==> src/rtl/fb_pkg.sv <==
`default_nettype none
// ==== fb_pkg : framebuffer geometry and fetch-state encoding (rev 1.0) ====
package fb_pkg;
  localparam int FB_W_LOG2  = 6;
  localparam int FB_H_LOG2  = 6;
  localparam int SCALE_LOG2 = 2;
  localparam int ADDR_W     = FB_W_LOG2 + FB_H_LOG2;
  localparam int FB_W       = 1 << FB_W_LOG2;

  typedef enum logic [1:0] {
    IDLE = 2'd0,
    REQ  = 2'd1,
    LAST = 2'd2,
    DONE = 2'd3
  } fetch_state_t;
endpackage
`default_nettype wire

==> src/rtl/fb_line_buffer.sv <==
`default_nettype none
// ==== fb_line_buffer : ping-pong 2x64x8 line store, back bank written, front bank read (rev 1.0) ====
module fb_line_buffer
  import fb_pkg::*;
(
  input  logic                 clk,
  input  logic                 reset_n,
  input  logic                 sel,
  input  logic                 wr_en,
  input  logic [FB_W_LOG2-1:0] wr_addr,
  input  logic [7:0]           wr_data,
  input  logic                 rd_en,
  input  logic [FB_W_LOG2-1:0] rd_addr,
  output logic [7:0]           rd_data
);
  logic [7:0] mem [0:2*FB_W-1];

  always_ff @(posedge clk) begin
    if (wr_en) mem[{~sel, wr_addr}] <= wr_data;
  end

  // Read port doubles as the blanking mux: disabled reads return colour 0.
  always_ff @(posedge clk or negedge reset_n) begin
    if (!reset_n) rd_data <= '0;
    else          rd_data <= rd_en ? mem[{sel, rd_addr}] : 8'd0;
  end
endmodule
`default_nettype wire

==> src/rtl/fb_scanout.sv <==
`default_nettype none
// ==== fb_scanout : framebuffer row fetch into line buffer + scaled pixel scanout (rev 1.0) ====
module fb_scanout
  import fb_pkg::*;
#(
  parameter int H_ACTIVE = 256,
  parameter int V_ACTIVE = 240,
  parameter int V_TOTAL  = 262
) (
  input  logic              clk,
  input  logic              reset_n,
  input  logic [8:0]        hpos,
  input  logic [8:0]        vpos,
  input  logic              display_on,
  output logic              rd_req,
  output logic [ADDR_W-1:0] rd_addr,
  input  logic              rd_gnt,
  input  logic [7:0]        rd_data,
  output logic [7:0]        pix,
  output logic              pix_valid,
  output logic              underrun
);
  fetch_state_t         state;
  logic [8:0]           nv;
  logic                 trigger;
  logic                 line_start;
  logic                 accept;
  logic                 beat_v;
  logic [FB_W_LOG2-1:0] beat_col;
  logic                 sel;
  logic                 buf_ok;
  logic [FB_W_LOG2-1:0] idx_s1;
  logic                 v_ok_s1;

  assign nv         = (vpos == 9'(V_TOTAL - 1)) ? 9'd0 : vpos + 9'd1;
  assign trigger    = (hpos == 9'(H_ACTIVE)) && (nv < 9'(V_ACTIVE)) &&
                      (nv[SCALE_LOG2-1:0] == '0);
  assign line_start = (hpos == 9'd0);
  assign accept     = rd_req && rd_gnt;

  always_ff @(posedge clk or negedge reset_n) begin
    if (!reset_n) begin
      state    <= IDLE;
      rd_req   <= 1'b0;
      rd_addr  <= '0;
      underrun <= 1'b0;
      sel      <= 1'b0;
      buf_ok   <= 1'b0;
      beat_v   <= 1'b0;
      beat_col <= '0;
    end else begin
      // RAM data lands one cycle after acceptance; remember which column it belongs to.
      beat_v <= accept;
      if (accept) beat_col <= rd_addr[FB_W_LOG2-1:0];
      case (state)
        IDLE: begin
          if (trigger) begin
            state   <= REQ;
            rd_req  <= 1'b1;
            rd_addr <= {nv[SCALE_LOG2 +: FB_H_LOG2], {FB_W_LOG2{1'b0}}};
          end
        end
        REQ: begin
          if (line_start) begin
            state    <= IDLE;
            rd_req   <= 1'b0;
            underrun <= 1'b1;
          end else if (accept) begin
            rd_addr[FB_W_LOG2-1:0] <= rd_addr[FB_W_LOG2-1:0] + FB_W_LOG2'(1);
            if (&rd_addr[FB_W_LOG2-1:0]) begin
              state  <= LAST;
              rd_req <= 1'b0;
            end
          end
        end
        LAST: begin
          if (line_start) begin
            state    <= IDLE;
            underrun <= 1'b1;
          end else begin
            state <= DONE;
          end
        end
        DONE: begin
          if (line_start) begin
            state  <= IDLE;
            sel    <= ~sel;
            buf_ok <= 1'b1;
          end
        end
        default: state <= IDLE;
      endcase
    end
  end

  always_ff @(posedge clk or negedge reset_n) begin
    if (!reset_n) begin
      idx_s1    <= '0;
      v_ok_s1   <= 1'b0;
      pix_valid <= 1'b0;
    end else begin
      idx_s1    <= hpos[SCALE_LOG2 +: FB_W_LOG2];
      v_ok_s1   <= display_on && (hpos < 9'(H_ACTIVE)) && (vpos < 9'(V_ACTIVE));
      pix_valid <= v_ok_s1;
    end
  end

  fb_line_buffer u_line_buffer (
    .clk     (clk),
    .reset_n (reset_n),
    .sel     (sel),
    .wr_en   (beat_v),
    .wr_addr (beat_col),
    .wr_data (rd_data),
    .rd_en   (v_ok_s1 && buf_ok),
    .rd_addr (idx_s1),
    .rd_data (pix)
  );
endmodule
`default_nettype wire
==> config.mk <==
export PLATFORM = sky130hd
export DESIGN_NAME = fb_scanout
export DESIGN_NICKNAME = d
export VERILOG_FILES = /design/src/rtl/fb_pkg.sv /design/src/rtl/fb_line_buffer.sv /design/src/rtl/fb_scanout.sv
export SDC_FILE = /design/constraint.sdc
export NUM_CORES = 1
export LEC_CHECK = 0
export BUFFER_PORTS_ARGS = -buffer_cell sky130_fd_sc_hd__buf_2
export CAP_MARGIN = 20
export CORE_ASPECT_RATIO = 2
export CORE_MARGIN = 5
export CORE_UTILIZATION = 60
export DETAILED_ROUTE_END_ITERATION = 8
export GPL_ROUTABILITY_DRIVEN = 0
export MAX_ROUTING_LAYER = met4
export PLACE_DENSITY = 0.78
export SYNTH_ARGS = -nofsm -noshare
export SYNTH_HDL_FRONTEND = slang
export SYNTH_SLANG_ARGS = --single-unit
==> constraint.sdc <==
create_clock -name clk -period 3.11 [get_ports clk]
set_input_delay 0.7775 -clock clk [delete_from_list [all_inputs] [get_ports clk]]
set_output_delay 0.7775 -clock clk [all_outputs]
set_load 0.05 [all_outputs]
==> implementation parameters, run 1 <==
Parameter                              Value

Route
  Routed length on met2    55600 microns
  Post-route DRC violation count    0
  Met3 routed wirelength    6850 microns
  1st-pass router iterations    7
  Average wire length per cell after detail routing    31.2 microns
  Average vias per placed instance    6.69
  Total Wirelength    103000 microns
  Total via count after detailed routing    approximately 22000
  Post-DRT Antenna Nets    0
  M1 WL    32500 microns
  Uppermost layer routed    met4
  Iteration-0 DRC count of the detailed router    2678

Finish
  Antenna cells    0
  Layout net count    ~2400
  Non-filler cells in the finished layout    3300
  Synthesis-to-finish area growth    13.7%
  Area of all placed cells without fillers    between 40000 and 50000 sq um
  Final core utilization    68.7%
  Proportion of layout cells with a drive suffix above 1    25.5%

Die
  Placeable Area    68600 sq um
  Number of ports placed on the die boundary    53
  Initial standard-cell utilization of the core    approximately three fifths
  Die outline width    196 microns
  Area of the die    roughly 75000 sq um
  Std cell rows    136
  Die Height    382 microns

Run
  Total of max-cap violations    0

Clock network
  CTS HTree Levels    3
  Clock-pin slew reported for the worst setup and hold paths after clock tree synthesis    0.07 ns
  CTS sink count    1065
  Inserted Clock Buffers    82
  Clock Latency Late Sink    roughly 0.65 ns
  Maximum clock path buffer count    3
  Root buffer selected by CTS    sky130_fd_sc_hd__clkbuf_16
  TritonCTS clock tree    done

Timing
  Post-route setup slack    0.0350 ns
  Minimum period implied by the final worst setup slack    between 3 and 4 ns
  Clock tree skew after final layout    0.0261 ns
  Slew @ Worst Pin    0.952 ns
  Final Hold Vio Count    0
  Slew Viols, Final    0
  Final critical-path share of the clock period    a little over nine tenths
  Max-slew headroom at the worst pin    36.4%
  RSZ-0062 raised after global routing    no
  Number of setup violations in the final report    0
  Upper clock frequency limit    325 MHz

Logic synthesis
  Synthesized flop and latch total    1065
  Synthesized instance count    2075
  Sequential cell area fraction in the yosys report    76.7%
  Cell area after technology mapping    between 40000 and 50000 sq um
  Total nets after synthesis    2112
  Total of warnings raised by yosys    0
  Number of synthesized flops with an enable pin    a little over 1000
  Async S/R FF share, synth    under 10%
  Number of distinct library cells after synthesis    54
  Average footprint of a synthesized cell    20.0 sq um
  Most common flop cell mapped by yosys    sky130_fd_sc_hd__edfxtp_1

Global routing
  Total global routing overflow    0
  Number of global-route vias before repair    approximately 23000
  Number of antenna violations at the first check in global routing    0
  Global-route wire length before repair    150000 microns
  Tot GR Track Use    28.6%
  Largest net degree at the start of global routing    ~130

Status
  Run status    finished, final reports clean

Placement
  DP Cell Count    3151
  Hpwl dp    67500 microns
  Post-place setup slack    -0.117 ns
  Post-DP Area    44300 sq um
  Port bufs    52

Worst hold path
  Class of the worst hold path    in2async

Setup path
  Element type at the critical path end    register
  Critical path start-end classification    reg2reg
  Reg2Reg Capture Point    u_line_buffer.rd_data[1]
  Cells on worst reg2reg path    6
  Flop-to-flop setup slack    0.04 ns
  Startpoint of the worst-slack reg-to-reg timing path    idx_s1[0]
  Sort of element at the start of the critical path    register
  Arrival time reported for the critical path endpoint    3.58 ns
  Data required time of the worst path    3.62 ns
  Crit path max fanout    19

Pwr
  Int Power    22.9 mW
  Static leakage    15.6 nW
  Switching portion of total power    22.8%
  Proportion of power drawn by flip-flops and latches    54.6%
  Power density relative to cell area    630 nW/um^2
  Reported net switching power    6.76 mW
  Comb power frac    8.7%
  Worst-case vdd ir drop    572 uV
  Clk network pwr share    a little under two fifths
## final cells by class
class | count | area, sq um
tap | 897 | 1120
clock inverter | 51 | 596
timing repair buffer | 283 | 2290
inverter | 12 | 45.0
sequential | 1065 | 31800
multi-input combinational | 897 | 9140
fill | 4051 | 21400
clock buffer | 95 | 2160
## cells in the mapped netlist, types with 2 or more instances
master / n / area share, %
sky130_fd_sc_hd__a21oi_1: 33 / 0.40
sky130_fd_sc_hd__a22o_1: 8 / 0.17
sky130_fd_sc_hd__a22oi_1: 112 / 2.0
sky130_fd_sc_hd__a31oi_1: 2 / 0.030
sky130_fd_sc_hd__a41oi_1: 17 / 0.36
sky130_fd_sc_hd__and2_1: 3 / 0.045
sky130_fd_sc_hd__buf_1: 20 / 0.18
sky130_fd_sc_hd__buf_2: 29 / 0.35
sky130_fd_sc_hd__buf_4: 5 / 0.091
sky130_fd_sc_hd__buf_6: 4 / 0.11
sky130_fd_sc_hd__clkbuf_1: 41 / 0.37
sky130_fd_sc_hd__dfrtp_1: 41 / 2.5
sky130_fd_sc_hd__edfxtp_1: 1024 / 74
sky130_fd_sc_hd__ha_1: 7 / 0.21
sky130_fd_sc_hd__inv_1: 12 / 0.11
sky130_fd_sc_hd__mux2_2: 11 / 0.30
sky130_fd_sc_hd__mux2i_1: 130 / 3.1
sky130_fd_sc_hd__mux4_1: 10 / 0.63
sky130_fd_sc_hd__mux4_2: 190 / 10
sky130_fd_sc_hd__nand2_1: 64 / 0.58
sky130_fd_sc_hd__nand2b_1: 5 / 0.075
sky130_fd_sc_hd__nand3_1: 55 / 0.66
sky130_fd_sc_hd__nand3b_1: 5 / 0.091
sky130_fd_sc_hd__nand4_1: 14 / 0.21
sky130_fd_sc_hd__nor2_1: 146 / 1.3
sky130_fd_sc_hd__nor2b_1: 13 / 0.20
sky130_fd_sc_hd__nor3_1: 12 / 0.14
sky130_fd_sc_hd__nor4_1: 8 / 0.12
sky130_fd_sc_hd__nor4b_1: 3 / 0.063
sky130_fd_sc_hd__o211ai_1: 3 / 0.054
sky130_fd_sc_hd__o21ai_0: 5 / 0.060
sky130_fd_sc_hd__o41ai_1: 3 / 0.063
sky130_fd_sc_hd__or2_2: 2 / 0.030
sky130_fd_sc_hd__or3_1: 5 / 0.075
sky130_fd_sc_hd__or4_1: 11 / 0.20
sky130_fd_sc_hd__xnor2_1: 3 / 0.063
sky130_fd_sc_hd__xor2_1: 2 / 0.042
## through the flow
step	TNS (ns)	hold WS, ns	total power [mW]
finish	0	0.201	29.7
global route	0	0.238	30.6
CTS	0	0.204	29.8
detailed placement	-0.117	0.442	19.1
global placement	-0.0715	0.445	18.9
floorplan	0	0.395	17.8
## registers in the layout, summed over array words and instances, names as in the netlist, 2 cells and up
register,flops
state,2
u_line_buffer.rd_data,8
idx_s1,6
u_line_buffer.mem,1024
beat_col,6
rd_addr,12
## critical path, stage by stage, from the launching register on
cell	delay (ns)
sky130_fd_sc_hd__dfrtp_4	0.50
sky130_fd_sc_hd__buf_12	0.21
sky130_fd_sc_hd__buf_12	0.22
sky130_fd_sc_hd__mux4_2	0.57
sky130_fd_sc_hd__a22oi_1	0.53
sky130_fd_sc_hd__a41oi_1	0.33
sky130_fd_sc_hd__or4_1	0.55
## how the worst max path moves through the flow
| stage | startpoint | end | cells past startpoint |
|---|---|---|---|
| after floorplan | vpos[5] | rd_addr[5] | 6 |
| final | idx_s1[0] | u_line_buffer.rd_data[1] | 6 |
| after CTS | idx_s1[0] | u_line_buffer.rd_data[7] | 6 |
| after global placement | idx_s1[0] | u_line_buffer.rd_data[7] | 6 |
| after detailed placement | idx_s1[0] | u_line_buffer.rd_data[7] | 6 |
| after global routing | idx_s1[0] | u_line_buffer.rd_data[1] | 6 |
## logic make-up after synthesis
logic type / Yosys count / share of synthesized area, %
AO/OA/AOI/OAI: 192 / 3.36
multiplexers: 341 / 14.4
adder cells (fa/ha/maj): 7 / 0.211
XOR/XNOR: 5 / 0.106
buffers and inverters: 113 / 1.30
AND/OR/NAND/NOR: 352 / 3.95
flip-flops: 1065 / 76.7
## cell usage in the layout, fill, tap and decap left out, drive strengths merged, types with 8 or more instances in the layout
cell type  netlist  final
nor2b           13     13
nor2           146    146
clkinv           0     28
mux2i          130    130
a41oi           17     17
a21oi           33     33
a22oi          112    112
edfxtp        1024   1024
or4             11     11
nand4           14     14
nor4             9      9
mux4           200    200
buf             60    282
nor3            12     12
dfrtp           41     41
clkbuf          41     96
inv             12     15
nand3           55     55
nand2           64     64
a22o             8      8
bufinv           0     13
mux2            11     11
## power groups by stage
| stage | Clock, mW | Sequential, mW | Combinational, mW |
|---|---|---|---|
| 3_5_place_dp | 0 | 16.5 | 2.53 |
| 6_report | 10.9 | 16.2 | 2.59 |
| 5_1_grt | 11.7 | 16.2 | 2.71 |
| 3_3_place_gp | 0 | 16.5 | 2.45 |
| 2_1_floorplan | 0 | 16.6 | 1.25 |
| 4_1_cts | 11.0 | 16.2 | 2.57 |
## routing by layer
layer	GRT usage (%)	vias to the layer above
li1	-	9062
met1	31.0	11400
met2	49.8	1270
met3	3.84	350
met4	17.2	0
met5	-	-
## repair_timing
item | in CTS | in global routing
hold buffers | 0 | 0
buffers inserted | 2 | 0
endpoints found under the setup margin | 1 | 0
resized for setup | 1 | 0
(Power assumes the default switching activity.)
==> inputs of run 2 (changes only) <==
RECOVER_POWER = 50   (was unset)
==> implementation parameters, run 2 (same netlist as run 1, synthesis figures left out) <==
Parameter                              Value

Finish
  Leading cell type in the layout, fill and taps excluded    sky130_fd_sc_hd__edfxtp_1
  Layout net count    2378
  Synthesis-to-finish area growth    13.4%
  Biggest registers after layout    u_line_buffer.mem (1024), rd_addr (12), u_line_buffer.rd_data (8)
  Final core utilization    68.5%
  Top register by number of flip-flops    u_line_buffer.mem
  Area of all placed cells without fillers    47000 sq um
  Number of flip-flops under the largest register name    1024
  Most frequent cells in the layout    sky130_fd_sc_hd__edfxtp_1, sky130_fd_sc_hd__buf_4, sky130_fd_sc_hd__mux4_2
  Antenna cells    0
  Non-filler cells in the finished layout    3300
  Proportion of layout cells with a drive suffix above 1    24.7%

Pwr
  Switching portion of total power    22.7%
  Clk network pwr share    36.7%
  Overall power consumption    29.7 mW
  Reported net switching power    6.75 mW
  Comb power frac    8.7%
  Int Power    22.9 mW
  Proportion of power drawn by flip-flops and latches    roughly 55%
  Power density relative to cell area    632 nW/um^2
  Static leakage    15.5 nW
  Worst-case vdd ir drop    ~570 uV

Timing
  Minimum period implied by the final worst setup slack    3.04 ns
  Slew Viols, Final    301
  RSZ-0062 raised after global routing    no
  Hold Worst Slack    0.254 ns
  Final Hold Vio Count    0
  Final total negative setup slack    0 ns
  Upper clock frequency limit    329 MHz
  Final critical-path share of the clock period    97.6%
  Post-route setup slack    about 0.074 ns
  Number of setup violations in the final report    0
  Slew @ Worst Pin    2.76 ns
  Max-slew headroom at the worst pin    -84.2%
  Clock tree skew after final layout    a little under 0.03 ns

Die
  Placeable Area    slightly below 70000 sq um
  Die outline width    196 microns
  Area of the die    74700 sq um
  Number of ports placed on the die boundary    53
  Die Height    382 microns
  Std cell rows    around 140
  Initial standard-cell utilization of the core    approximately 60%

Global routing
  Tot GR Track Use    28.6%
  Number of global-route vias before repair    between 20000 and 25000
  Largest net degree at the start of global routing    129
  Total global routing overflow    0
  Global-route wire length before repair    150000 microns
  Number of antenna violations at the first check in global routing    0

Setup path
  Flop-to-flop setup slack    0.07 ns
  Cells on worst reg2reg path    6
  Arrival time reported for the critical path endpoint    3.54 ns
  Element type at the critical path end    register
  Maximum single-stage delay on the critical path    0.57 ns
  Crit path max fanout    19
  Sort of element at the start of the critical path    register
  Critical-path cell with the highest stage delay    sky130_fd_sc_hd__mux4_2
  Ordered list of cells on the worst path    buf_12 -> buf_12 -> mux4_2 -> a22oi_1 -> a41oi_1 -> or4_1
  Critical path start-end classification    reg2reg
  Reg2Reg Capture Point    u_line_buffer.rd_data[1]
  CP dominant cell by count    sky130_fd_sc_hd__buf_12
  Data required time of the worst path    roughly 3.6 ns
  Startpoint of the worst-slack reg-to-reg timing path    idx_s1[0]

Status
  Violations in the final reports    max-capacitance violations, max-slew violations
  Run status    complete, but fails checks

Placement
  Post-place setup slack    -0.117 ns
  DP Cell Count    3151
  Hpwl dp    67500 microns
  Post-DP Area    around 44000 sq um
  Port bufs    52

Clock network
  Maximum clock path buffer count    3
  Clock Latency Late Sink    approximately 0.65 ns
  Clock-pin slew reported for the worst setup and hold paths after clock tree synthesis    ~0.060 ns
  TritonCTS clock tree    done
  CTS sink count    1065
  Root buffer selected by CTS    sky130_fd_sc_hd__clkbuf_16
  CTS HTree Levels    3
  Inserted Clock Buffers    82

Route
  Total via count after detailed routing    ~22000
  Average vias per placed instance    6.67
  Post-route DRC violation count    0
  Iteration-0 DRC count of the detailed router    ~2500
  Total Wirelength    103000 microns
  1st-pass router iterations    7
  Average wire length per cell after detail routing    31.3 microns
  Post-DRT Antenna Nets    0

Run
  Total of max-cap violations    5

Worst hold path
  Class of the worst hold path    in2reg
  HP Start    hpos[5]
  Number of cells on the worst hold path    1
  Sink of the worst hold path    idx_s1[3]
==> run 2: changes by cell type in the layout (fill, tap and decap cells not counted), sizes merged <==
cell / delta
buf: -29
clkbuf: +29
==> run 2: power groups by stage <==
stage | logic [mW] | registers (mW) | clock network (mW)
2_1_floorplan | 1.25 | 16.6 | 0
3_3_place_gp | 2.45 | 16.5 | 0
3_5_place_dp | 2.53 | 16.5 | 0
4_1_cts | 2.57 | 16.2 | 11.0
5_1_grt | 2.69 | 16.3 | 11.7
6_report | 2.57 | 16.2 | 10.9
==> run 2: final cells by class <==
cell class | count | area (sq um)
clock inverters | 51 | 596
multi-input cells | 897 | 9140
repair buffers | 283 | 2140
flip-flops and latches | 1065 | 31800
fillers | 4088 | 21600
inverters | 12 | 45.0
clock buffers | 95 | 2160
well taps | 897 | 1120
==> run 2: per-layer routing <==
metal  track usage, %  up-vias  part of all wire (%)
li1                 -     9072                     -
met2             49.8     1245                    54
met5                -        -                     0
met1             31.0    11300                    31
met3             3.84      379                   6.5
met4             17.2        0                   8.0
==> run 2: worst max path at each step <==
stage	slack (ns)	end	from	depth (start not counted)
global route	0.04	u_line_buffer.rd_data[1]	idx_s1[0]	6
detailed placement	-0.12	u_line_buffer.rd_data[7]	idx_s1[0]	6
finish	0.07	u_line_buffer.rd_data[1]	idx_s1[0]	6
floorplan	0.38	rd_addr[5]	vpos[5]	6
global placement	-0.07	u_line_buffer.rd_data[7]	idx_s1[0]	6
CTS	0.15	u_line_buffer.rd_data[7]	idx_s1[0]	6
==> run 2: worst max-delay path, delay by kind of cell (launching register included) <==
kind,cells,cell delay (ns)
compound gates,2,0.83
buf+inv,2,0.43
flops,1,0.50
mux,1,0.57
simple gates,1,0.54
==> run 2: timing repair <==
| action | CTS | global route |
|---|---|---|
| setup endpoints to repair | 1 | 0 |
| hold buffers | 0 | 0 |
| gates resized for setup | 1 | 0 |
| setup buffers | 2 | 0 |
